==> src/rtl/dtc_pkg.sv <==
// Shared types and constants for the down_timer_ctrl countdown timer.
// Holds the FSM state encoding, command opcodes and default datapath width.
package dtc_pkg;

    localparam int DTC_WIDTH = 8;

    typedef enum logic [1:0] {
        ST_IDLE  = 2'b00,
        ST_RUN   = 2'b01,
        ST_PAUSE = 2'b10,
        ST_DONE  = 2'b11
    } dtc_state_t;

    typedef enum logic [1:0] {
        OP_START  = 2'b00,
        OP_PAUSE  = 2'b01,
        OP_RESUME = 2'b10,
        OP_ABORT  = 2'b11
    } dtc_op_t;

endpackage

==> src/rtl/dtc_down_counter.sv <==
// Loadable down counter with clear, load and decrement (priority in that order).
// Latency: one cycle from control to count; exposes a combinational zero flag.
module dtc_down_counter
    import dtc_pkg::*;
#(
    parameter int WIDTH = DTC_WIDTH
) (
    input  logic             clk,
    input  logic             rst,
    input  logic             i_clear,
    input  logic             i_load,
    input  logic [WIDTH-1:0] i_load_val,
    input  logic             i_dec,
    output logic [WIDTH-1:0] o_count,
    output logic             o_zero
);

    logic [WIDTH-1:0] r_count;

    always_ff @(posedge clk) begin
        if (rst || i_clear) begin
            r_count <= '0;
        end else if (i_load) begin
            r_count <= i_load_val;
        end else if (i_dec) begin
            r_count <= r_count - 1'b1;
        end
    end

    assign o_count = r_count;
    assign o_zero  = (r_count == '0);

endmodule

==> src/rtl/down_timer_ctrl.sv <==
// Command-driven countdown timer: one-shot/periodic, pause/resume/abort, expiry pulse + sticky irq.
// Optional tick prescaler enabled by defining DTC_PRESCALER_EN; cmd_ready drops only in expiry cycles.
module down_timer_ctrl
    import dtc_pkg::*;
#(
    parameter int WIDTH     = DTC_WIDTH,
    parameter int PRESC_DIV = 4
) (
    input  logic             clk,
    input  logic             rst,
    input  logic             cmd_valid,
    output logic             cmd_ready,
    input  logic [1:0]       cmd_op,
    input  logic [WIDTH-1:0] cmd_load,
    input  logic             cmd_periodic,
    output logic [WIDTH-1:0] count,
    output logic [1:0]       state_o,
    output logic             expire,
    output logic             irq,
    input  logic             irq_clr
);

    dtc_state_t       r_state;
    logic [WIDTH-1:0] r_reload;
    logic             r_periodic;
    logic             r_irq;

    logic             w_tick;
    logic             w_zero;
    logic             w_expire;
    logic             w_ready;
    logic             w_acc;
    dtc_op_t          w_op;
    logic             w_start;
    logic             w_abort;
    logic             w_pause_run;
    logic             w_resume_pause;
    logic             w_load;
    logic [WIDTH-1:0] w_load_val;
    logic             w_dec;

    assign w_op     = dtc_op_t'(cmd_op);
    assign w_expire = (r_state == ST_RUN) && w_tick && w_zero;
    // Commands are refused in the expiry cycle so reload/DONE never races a command.
    assign w_ready  = !rst && !w_expire;
    assign w_acc    = cmd_valid && w_ready;

    assign w_start        = w_acc && (w_op == OP_START);
    assign w_abort        = w_acc && (w_op == OP_ABORT);
    assign w_pause_run    = w_acc && (w_op == OP_PAUSE)  && (r_state == ST_RUN);
    assign w_resume_pause = w_acc && (w_op == OP_RESUME) && (r_state == ST_PAUSE);

    assign w_load     = w_start || (w_expire && r_periodic);
    assign w_load_val = w_start ? cmd_load : r_reload;
    assign w_dec      = (r_state == ST_RUN) && w_tick && !w_zero
                        && !w_pause_run && !w_start && !w_abort;

`ifdef DTC_PRESCALER_EN
    localparam int PW = $clog2(PRESC_DIV);
    logic [PW-1:0] r_presc;

    assign w_tick = (r_presc == PW'(PRESC_DIV - 1));

    always_ff @(posedge clk) begin
        if (rst) begin
            r_presc <= '0;
        end else if (w_start || w_abort) begin
            r_presc <= '0;
        end else if ((r_state == ST_RUN) && !w_pause_run) begin
            r_presc <= w_tick ? '0 : r_presc + 1'b1;
        end
    end
`else
    assign w_tick = 1'b1;
`endif

    dtc_down_counter #(.WIDTH(WIDTH)) u_cnt (
        .clk        (clk),
        .rst        (rst),
        .i_clear    (w_abort),
        .i_load     (w_load),
        .i_load_val (w_load_val),
        .i_dec      (w_dec),
        .o_count    (count),
        .o_zero     (w_zero)
    );

    always_ff @(posedge clk) begin
        if (rst) begin
            r_state    <= ST_IDLE;
            r_reload   <= '0;
            r_periodic <= 1'b0;
            r_irq      <= 1'b0;
        end else begin
            r_irq <= w_expire || (r_irq && !irq_clr);
            if (w_start) begin
                r_reload   <= cmd_load;
                r_periodic <= cmd_periodic;
                r_state    <= ST_RUN;
            end else if (w_abort) begin
                r_state <= ST_IDLE;
            end else begin
                case (r_state)
                    ST_RUN: begin
                        if (w_expire && !r_periodic) begin
                            r_state <= ST_DONE;
                        end else if (w_pause_run) begin
                            r_state <= ST_PAUSE;
                        end
                    end
                    ST_PAUSE: begin
                        if (w_resume_pause) begin
                            r_state <= ST_RUN;
                        end
                    end
                    default: r_state <= r_state;
                endcase
            end
        end
    end

    assign cmd_ready = w_ready;
    assign state_o   = r_state;
    assign expire    = w_expire;
    assign irq       = r_irq;

endmodule

==> config.mk <==
export PLATFORM = sky130hd
export DESIGN_NAME = down_timer_ctrl
export DESIGN_NICKNAME = d
export VERILOG_FILES = /design/src/rtl/dtc_pkg.sv /design/src/rtl/dtc_down_counter.sv /design/src/rtl/down_timer_ctrl.sv
export SDC_FILE = /design/constraint.sdc
export NUM_CORES = 1
export LEC_CHECK = 0
export ABC_AREA = 1
export CAP_MARGIN = 20
export CORE_MARGIN = 2
export CORE_UTILIZATION = 56
export CTS_BUF_LIST = sky130_fd_sc_hd__clkbuf_4
export DETAILED_ROUTE_END_ITERATION = 10
export HOLD_SLACK_MARGIN = 0.08
export PLACE_DENSITY = 0.87
export SLEW_MARGIN = 0
export SYNTH_ARGS = -nofsm -noshare
export SYNTH_HDL_FRONTEND = slang
export SYNTH_SLANG_ARGS = --single-unit
==> constraint.sdc <==
create_clock -name clk -period 2.8 [get_ports clk]
set_input_delay 0.7 -clock clk [delete_from_list [all_inputs] [get_ports clk]]
set_output_delay 0.7 -clock clk [all_outputs]
set_load 0.01 [all_outputs]
== Word level (Yosys, flattened, before mapping) ==
Cells that the tools add are included.
W data, S select, Z words.
Storage, ports and cells
  input bits: 15
  register bits: 20
  word-level logic and storage cells: 60
Cells by class
  muxes and demuxes: 9
  $add $sub $neg: 1
  reduce and logical (&&, ||, !) cells: 35
  equality and inequality tests: 9
Operator list (count)
  $mux W8: 3
  $logic_and A1 B1 Y1: 16
  $logic_not A1 Y1: 8
  $logic_not A8 Y1: 1
  $sub A8 B1 Y8 const B: 1
  $eq A2 B2 Y1 const B: 3
  $mux W2: 3
  $reduce_and A3 Y1: 2
  $ne A5 B3 Y1 const B: 1
  $eq A2 B1 Y1 const B: 2
  $ne A4 B3 Y1 const B: 1
  $pmux W2 S2: 1
  $reduce_bool A2 Y1: 2
  $reduce_bool A4 Y1: 1
  $logic_or A1 B1 Y1: 3
  $ne A3 B2 Y1 const B: 1
  $reduce_or A3 Y1: 1
  $logic_not A2 Y1: 1
  $mux W1: 2
  $ne A2 B2 Y1 const B: 1

== Logic depth before layout (Yosys ltp) ==
Gate-level depths: netlist of the first run.
  depth after elaboration: 13
  depth in mapped cells: 13
  mapped depth without buffers: 13

== By module ==
A second synthesis of the first run with hierarchy kept.
Unflattened totals
  cell total of the unflattened synthesis: 188
  area, all modules: 1272.5 µm²
Modules (own cells, without submodules)
  down_timer_ctrl: area an instance 710.7 µm², cells an instance 104, times used 1, sequential area each 240.2 µm²
  dtc_down_counter: area an instance 561.8 µm², cells an instance 84, times used 1, sequential area each 160.2 µm²

== Worst setup path after synthesis of the first run ==
OpenSTA, ideal clock, no wires.
  path type: reg2out
  start point: register u_cnt.r_count[0], in the netlist u_cnt.o_count[0]
  end point: output cmd_ready
  cell stages (with the launch flop): 8
  slack: 0.912 ns
  arrival: 1.188 ns
  path buffers: 0
  cell sequence: dfxtp_1 -> inv_1 -> ha_1 -> inv_1 -> nor2_2 -> nand3_4 -> clkinv_2 -> nor2_1
Between the ends
  word-level cells in the longest chain between the ends: 4
RTL lines
  start: declaration: line dtc_down_counter.sv:18  | logic [WIDTH-1:0] r_count;
  start signal: assignment: line dtc_down_counter.sv:24  | r_count <= i_load_val;
  start signal: assignment: line dtc_down_counter.sv:26  | r_count <= r_count - 1'b1;
  $logic_not A8 Y1: line dtc_down_counter.sv:31  | assign o_zero = (r_count == '0);
  $logic_and A1 B1 Y1: line down_timer_ctrl.sv:43  | assign w_expire = (r_state == ST_RUN) && w_tick && w_zero;
  net expire: line down_timer_ctrl.sv:18  | output logic expire,
  $logic_not A1 Y1: line down_timer_ctrl.sv:45  | assign w_ready = !rst && !w_expire;
  $logic_and A1 B1 Y1: line down_timer_ctrl.sv:45
  end: declaration: line down_timer_ctrl.sv:12  | output logic cmd_ready,
The timed path passes the listed nets, and every way through them passes these cells.

== Final worst setup path of the first run ==
  start point: register u_cnt.r_count[0], in the netlist u_cnt.o_count[0]
  end point: output expire
Between the ends
  word-level cells in the longest chain between the ends: 2
RTL lines (line)
  $logic_not A8 Y1: dtc_down_counter.sv:31
  $logic_and A1 B1 Y1: down_timer_ctrl.sv:43
  end: declaration: down_timer_ctrl.sv:18
No other way between the ends.

==> results of run 1 <==
layout make-up:
class / count / area (um2) / share of cell area (%)
multi-input cells: 132 / 715.7 / 44.17
flip-flops and latches: 20 / 401.6 / 24.79
repair buffers: 28 / 280.3 / 17.30
inverters: 35 / 135.1 / 8.340
well taps: 28 / 35.03 / 2.162
clock inverters: 1 / 30.03 / 1.853
clock buffers: 3 / 22.52 / 1.390
cells by family (layout without fill, tap and decap cells):
group / Yosys count / in the layout / share of synthesized area, %
flops: 20 / 20 / 31.37
buf+inv: 38 / 67 / 12.94
xor+xnor: 5 / 5 / 3.431
compound gates: 24 / 24 / 11.96
simple gates: 101 / 101 / 38.33
fa+ha+maj: 2 / 2 / 1.960
power by group through the flow:
| stage | Combinational [mW] | Clock (mW) | Sequential, mW |
|---|---|---|---|
| 3_5_place_dp | 0.707 | 0 | 0.393 |
| 5_1_grt | 0.810 | 0.262 | 0.395 |
| 3_3_place_gp | 0.684 | 0 | 0.391 |
| 6_report | 0.720 | 0.245 | 0.389 |
| 4_1_cts | 0.712 | 0.249 | 0.387 |
| 2_1_floorplan | 0.479 | 0 | 0.410 |
Yosys cell counts:
cell type   n  area (um2)
clkbuf_1    1       3.750
nor3_1      2       10.01
nor2_4      2       22.52
nor2_1     30       112.6
xor2_1      5       43.79
nand3_1    13       65.06
nand2_2     3       18.77
o21ai_1     3       15.01
inv_4       1       6.260
nand3_4     1       17.52
ha_1        2       25.02
nand4_4     1       21.27
clkinv_2    1       5.000
o211ai_1    2       15.01
inv_1      25       93.84
dfxtp_1    20       400.4
nand2_4     1       11.26
o21ai_0     7       35.03
nand2_1    39       146.4
nand4_1     2       12.51
buf_8       1       15.01
nand4_2     1       12.51
inv_2       8       30.03
nand3b_1    1       7.510
o311ai_2    1       16.27
buf_6       1       11.26
o21ai_4     1       16.27
a21oi_2     1       8.760
a21oi_1     8       40.04
nor2_2      5       31.28
o22ai_1     1       6.260
sequential cells by signal (all words and copies together), names as in the netlist:
name / cells
irq: 1
r_periodic: 1
r_reload: 8
state_o: 2
u_cnt.o_count: 8
critical path: cells and delay by family (launching register included):
kind	cells	cell delay [ps]
buffers and inverters	4	770
adder cells (fa/ha/maj)	1	150
AND/OR/NAND/NOR	2	290
flip-flops	1	360
worst min-delay path by stage:
stage | start | to | depth (start not counted)
4_1_cts | irq | irq | 2
6_report | irq | irq | 2
3_3_place_gp | irq | irq | 2
2_1_floorplan | r_reload[1] | r_reload[1] | 2
3_5_place_dp | irq | irq | 2
5_1_grt | irq | irq | 2
layer usage:
layer  share of wire [%]  vias up
met3                 3.8        9
met1                  40      586
li1                    -      655
met2                  53       32
met5                   0        -
met4                 3.2        0
metrics by stage:
stage	std cells	hold WS, ps
detailed placement	243	460.4
global placement	243	457.3
global route	247	495.9
CTS	247	484.7
finish	247	481.1
floorplan	190	444.8
==> results.yml, run 1 <==
outcome:
  status: "complete, no violations"
clock_tree:
  cts_root_buf: "clkbuf_4"
  cts.htree.levels: 1
  clk_pin_slew_ps: 120
  cts_buffers: 3
  hold_buffers: 0
  cts_tree: "done"
  clockBufferDepth: 2
  clock-sinks: 20
  clk_latency_ps: 320
  cts_setup_buffers: 0
  ctsResizeCount: 0
global_routing:
  met1_usage_pct: 22.14
  grt_pass1_wl_um: 4616
  top_usage_layer: "met2"
  grt-ovfl-total: 0
  antenna_found_initial: 0
  grt_max_degree: 20
  met3_usage_pct: 3.736
  first_global_vias: 1195
  grt.total_usage_pct: 23.27
  use_met2_pct: 45.94
sta:
  setup_ws_ps: 221.1
  rsz0062_at_grt: "no"
  timing.final.crit_share_pct: 92.10
  finalHoldViolCount: 0
  setup_violations: 0
  setup_tns_ps: 0
  slew-limit-headroom_pct: 68.46
  skew_ps: 5.232
  worst_pin_slew_ps: 472.3
  report.final.slew_viol_count: 0
  max_freq_mhz: 387.8
  layout_min_cycle_time_ps: 2579
pwr:
  powerDensity_mw_per_mm2: 835.7
  p_sw_mw: 0.5537
  p_leak_nw: 0.7555
  ir_worst_vdd_v: 0.0006120
  p_int_mw: 0.8003
  power_mw: 1.354
  power_frac_clock_pct: 18.1
  p_seq_share_pct: 28.7
  comb_power_share_pct: 53.2
  swShare_pct: 40.90
cells_and_area:
  fin_area_mm2: 0.001620
  final_core_util_pct: 73.96
  layout_commonest_cell: "nand2_1"
  final_cell_mix: "39 x nand2_1, 30 x nor2_1, 26 x clkdlybuf4s50_1"
  fin_nets: 237
  fill_cells: 180
  diodes: 0
  area_growth_pct: 26.96
  drive_above_1_share_pct: 15.53
worst_hold_path:
  hp-class: "reg2reg"
route:
  routedWlPerCell_um: 11.15
  drt_iter0_drc: 7
  drt_pass1_iterations: 4
  vias_per_cell: 5.190
  drt-total-wl_um: 2754
  antenna_left: 0
  post-route-drc-count: 0
  vias: 1282
logic_synthesis:
  synth_seq_cells: 20
  netlist_area_mm2: 0.001276
  synth_nets: 207
  netlist_instances: 190
  yosysWarningCount: 0
  syn_avg_cell_area_um2: 6.717
  synth_cell_types: 31
  ys_seq_area_share_pct: 31.37
worst_setup_path:
  regToRegSetupSlack_ps: 860
  endpoint: "expire"
  cp_slowest_cell: "clkdlybuf4s50_1"
  cp_max_fo: 8
  path_class: "reg2out"
  crit_path_end_kind: "output pin"
  rr_startpoint: "u_cnt.o_count[1]"
  crit_arrival_ps: 1880
  reg2reg_to: "u_cnt.o_count[4]"
  rr_worst_depth: 12
  worstSetupStartpoint: "u_cnt.o_count[0]"
  required_ps: 2100
  start_kind: "register"
  cp_cell_sequence: "inv_2 -> ha_1 -> inv_1 -> nor2_4 -> nand3_4 -> clkinv_2 -> clkdlybuf4s50_1"
  crit_path_max_incr_delay_ps: 530
place:
  dp_slack_ps: 245.5
  place_area_mm2: 0.001559
  dp.final_hpwl_um: 2166
  numPortBuffers: 27
  gp_congestion: 0.8986
die:
  coreArea_mm2: 0.002191
  rows: 17
  die-area_mm2: 0.002677
  die_w_um: 51.74
  num_io_pins: 28
  start_util_pct: 58.25
  die_h_um: 51.74
job:
  max_cap_viol_count: 0
Power figures use the tool's default switching activity.
==> run 2, diff against run 1 <==
--- a/config.mk
+++ b/config.mk
@@ -13,6 +13,7 @@
 export DETAILED_ROUTE_END_ITERATION = 10
 export HOLD_SLACK_MARGIN = 0.08
 export PLACE_DENSITY = 0.87
+export SETUP_SLACK_MARGIN = 0.02
 export SLEW_MARGIN = 0
 export SYNTH_ARGS = -nofsm -noshare
 export SYNTH_HDL_FRONTEND = slang
==> results of run 2 <==
The final DEF is identical to that of run 1; final timing and power are the same.
==> run 3, diff against run 2 <==
--- a/config.mk
+++ b/config.mk
@@ -8,11 +8,12 @@
 export ABC_AREA = 1
 export CAP_MARGIN = 20
 export CORE_MARGIN = 2
-export CORE_UTILIZATION = 56
+export CORE_UTILIZATION = 60
 export CTS_BUF_LIST = sky130_fd_sc_hd__clkbuf_4
 export DETAILED_ROUTE_END_ITERATION = 10
+export DONT_BUFFER_PORTS = 1
 export HOLD_SLACK_MARGIN = 0.08
-export PLACE_DENSITY = 0.87
+export PLACE_DENSITY = 0.76
 export SETUP_SLACK_MARGIN = 0.02
 export SLEW_MARGIN = 0
 export SYNTH_ARGS = -nofsm -noshare
==> run 3 against run 2 <==
Via count is 10% lower. Clock-buffer cell count stayed put. Largest power group unchanged. Register-to-register slack worse by 130 ps.
==> results.yml, run 3 (synthesized netlist as in run 1, its figures left out) <==
route:
  drt_iter0_drc: 14
  drt_pass1_iterations: 4
  vias: 1150
  post-route-drc-count: 0
  routedWlPerCell_um: 11.90
  antenna_left: 0
  drt-total-wl_um: 2595
  vias_per_cell: 5.275
clock_tree:
  hold_buffers: 0
  clk_pin_slew_ps: 120
  cts_root_buf: "clkbuf_4"
  cts_setup_buffers: 0
  cts.htree.levels: 1
  clockBufferDepth: 2
  cts_tree: "done"
  ctsResizeCount: 0
  cts_buffers: 3
  clock-sinks: 20
  clk_latency_ps: 310
worst_setup_path:
  cp_max_fo: 8
  regToRegSetupSlack_ps: 730
  rr_worst_depth: 12
  start_kind: "register"
  rr_startpoint: "u_cnt.o_count[0]"
  crit_path_end_kind: "output pin"
  crit_arrival_ps: 1660
  endpoint: "cmd_ready"
  required_ps: 2100
  reg2reg_to: "u_cnt.o_count[2]"
  path_class: "reg2out"
  worstSetupStartpoint: "u_cnt.o_count[0]"
worst_hold_path:
  hp-class: "in2reg"
outcome:
  status: "complete, no violations"
global_routing:
  grt-ovfl-total: 0
  grt_pass1_wl_um: 4367
  antenna_found_initial: 0
  grt_max_degree: 20
  grt.total_usage_pct: 22.64
  first_global_vias: 1054
pwr:
  p_leak_nw: 0.6384
  powerDensity_mw_per_mm2: 911.1
  ir_worst_vdd_v: 0.0005157
cells_and_area:
  fill_cells: 184
  ff_latch_area_um2: 400.4
  final_core_util_pct: 67.23
  final_cell_mix: "39 x nand2_1, 30 x nor2_1, 25 x inv_1"
  fin_nets: 209
  area_growth_pct: 4.412
  drive_above_1_share_pct: 16.23
  diodes: 0
  fin_area_mm2: 0.001333
  layout_commonest_cell: "nand2_1"
  multi_input_area_um2: 710.7
place:
  dp.final_hpwl_um: 1964
  gp_congestion: 0.9044
  numPortBuffers: 0
  place_area_mm2: 0.001280
sta:
  slew-limit-headroom_pct: 69.30
  skew_ps: 14.61
  finalHoldViolCount: 0
  report.final.slew_viol_count: 0
  max_freq_mhz: 423.7
  worst_pin_slew_ps: 459.8
  timing.final.crit_share_pct: 84.30
  setup_tns_ps: 0
  setup_violations: 0
  layout_min_cycle_time_ps: 2360
  rsz0062_at_grt: "no"
die:
  die-area_mm2: 0.002512
  num_io_pins: 28
  die_h_um: 50.12
  coreArea_mm2: 0.001982
  die_w_um: 50.12
  start_util_pct: 64.39
  rows: 16
job:
  max_cap_viol_count: 0
run 3: cell types whose count changed in the layout (fill, tap and decap cells not counted), sizes merged:
cell           before  now
buf                 1    0
clkdlybuf4s50      26    0
dlymetal6s2s        1    0
run 3: cell type report:
type	instances	area share (%)
multi-input cells	132	53.33
flip-flops and latches	20	30.05
clock inverters	1	2.254
inverters	35	10.14
well taps	27	2.535
clock buffers	3	1.690
run 3: stage by stage:
stage	power (mW)	setup slack, ps	instances	hold slack [ps]
5_1_grt	1.315	301.7	218	432.6
3_3_place_gp	0.9660	810.9	214	455.5
3_5_place_dp	0.9767	786.1	214	463.5
2_1_floorplan	0.8885	912.4	190	444.8
4_1_cts	1.218	418.2	218	430.1
6_report	1.214	439.7	218	441.6
run 3: power by group:
| part | internal (mW) | total [mW] | switching [mW] |
|---|---|---|---|
| Combinational | 0.208 | 0.561 | 0.353 |
| Sequential | 0.338 | 0.418 | 0.0796 |
| Clock | 0.145 | 0.235 | 0.0903 |
| Total | 0.691 | 1.21 | 0.523 |
run 3: critical path: stages, from the launching register on:
cell      delay, ps
dfxtp_1         450
inv_1           130
ha_1            210
inv_1            60
nor2_2           50
nand3_4         140
clkinv_2        120
nor2_1          190
run 3: how the worst min path moves through the flow:
stage	cells after the start	slack [ps]	startpoint	end
2_1_floorplan	2	440	r_reload[1]	r_reload[1]
3_3_place_gp	2	460	r_reload[1]	r_reload[1]
3_5_place_dp	2	460	r_reload[1]	r_reload[1]
4_1_cts	1	430	rst	r_periodic
5_1_grt	1	430	rst	r_reload[6]
6_report	1	440	rst	r_periodic
run 3: routing by layer:
metal	track usage, %	share of wire, %	wire (um)	up-vias
met5	0	0	0	-
met4	9.722	1.8	48	0
met3	5.758	6.5	169	6
met2	40.79	50	1296	35
met1	24.58	42	1080	515
li1	-	-	-	594
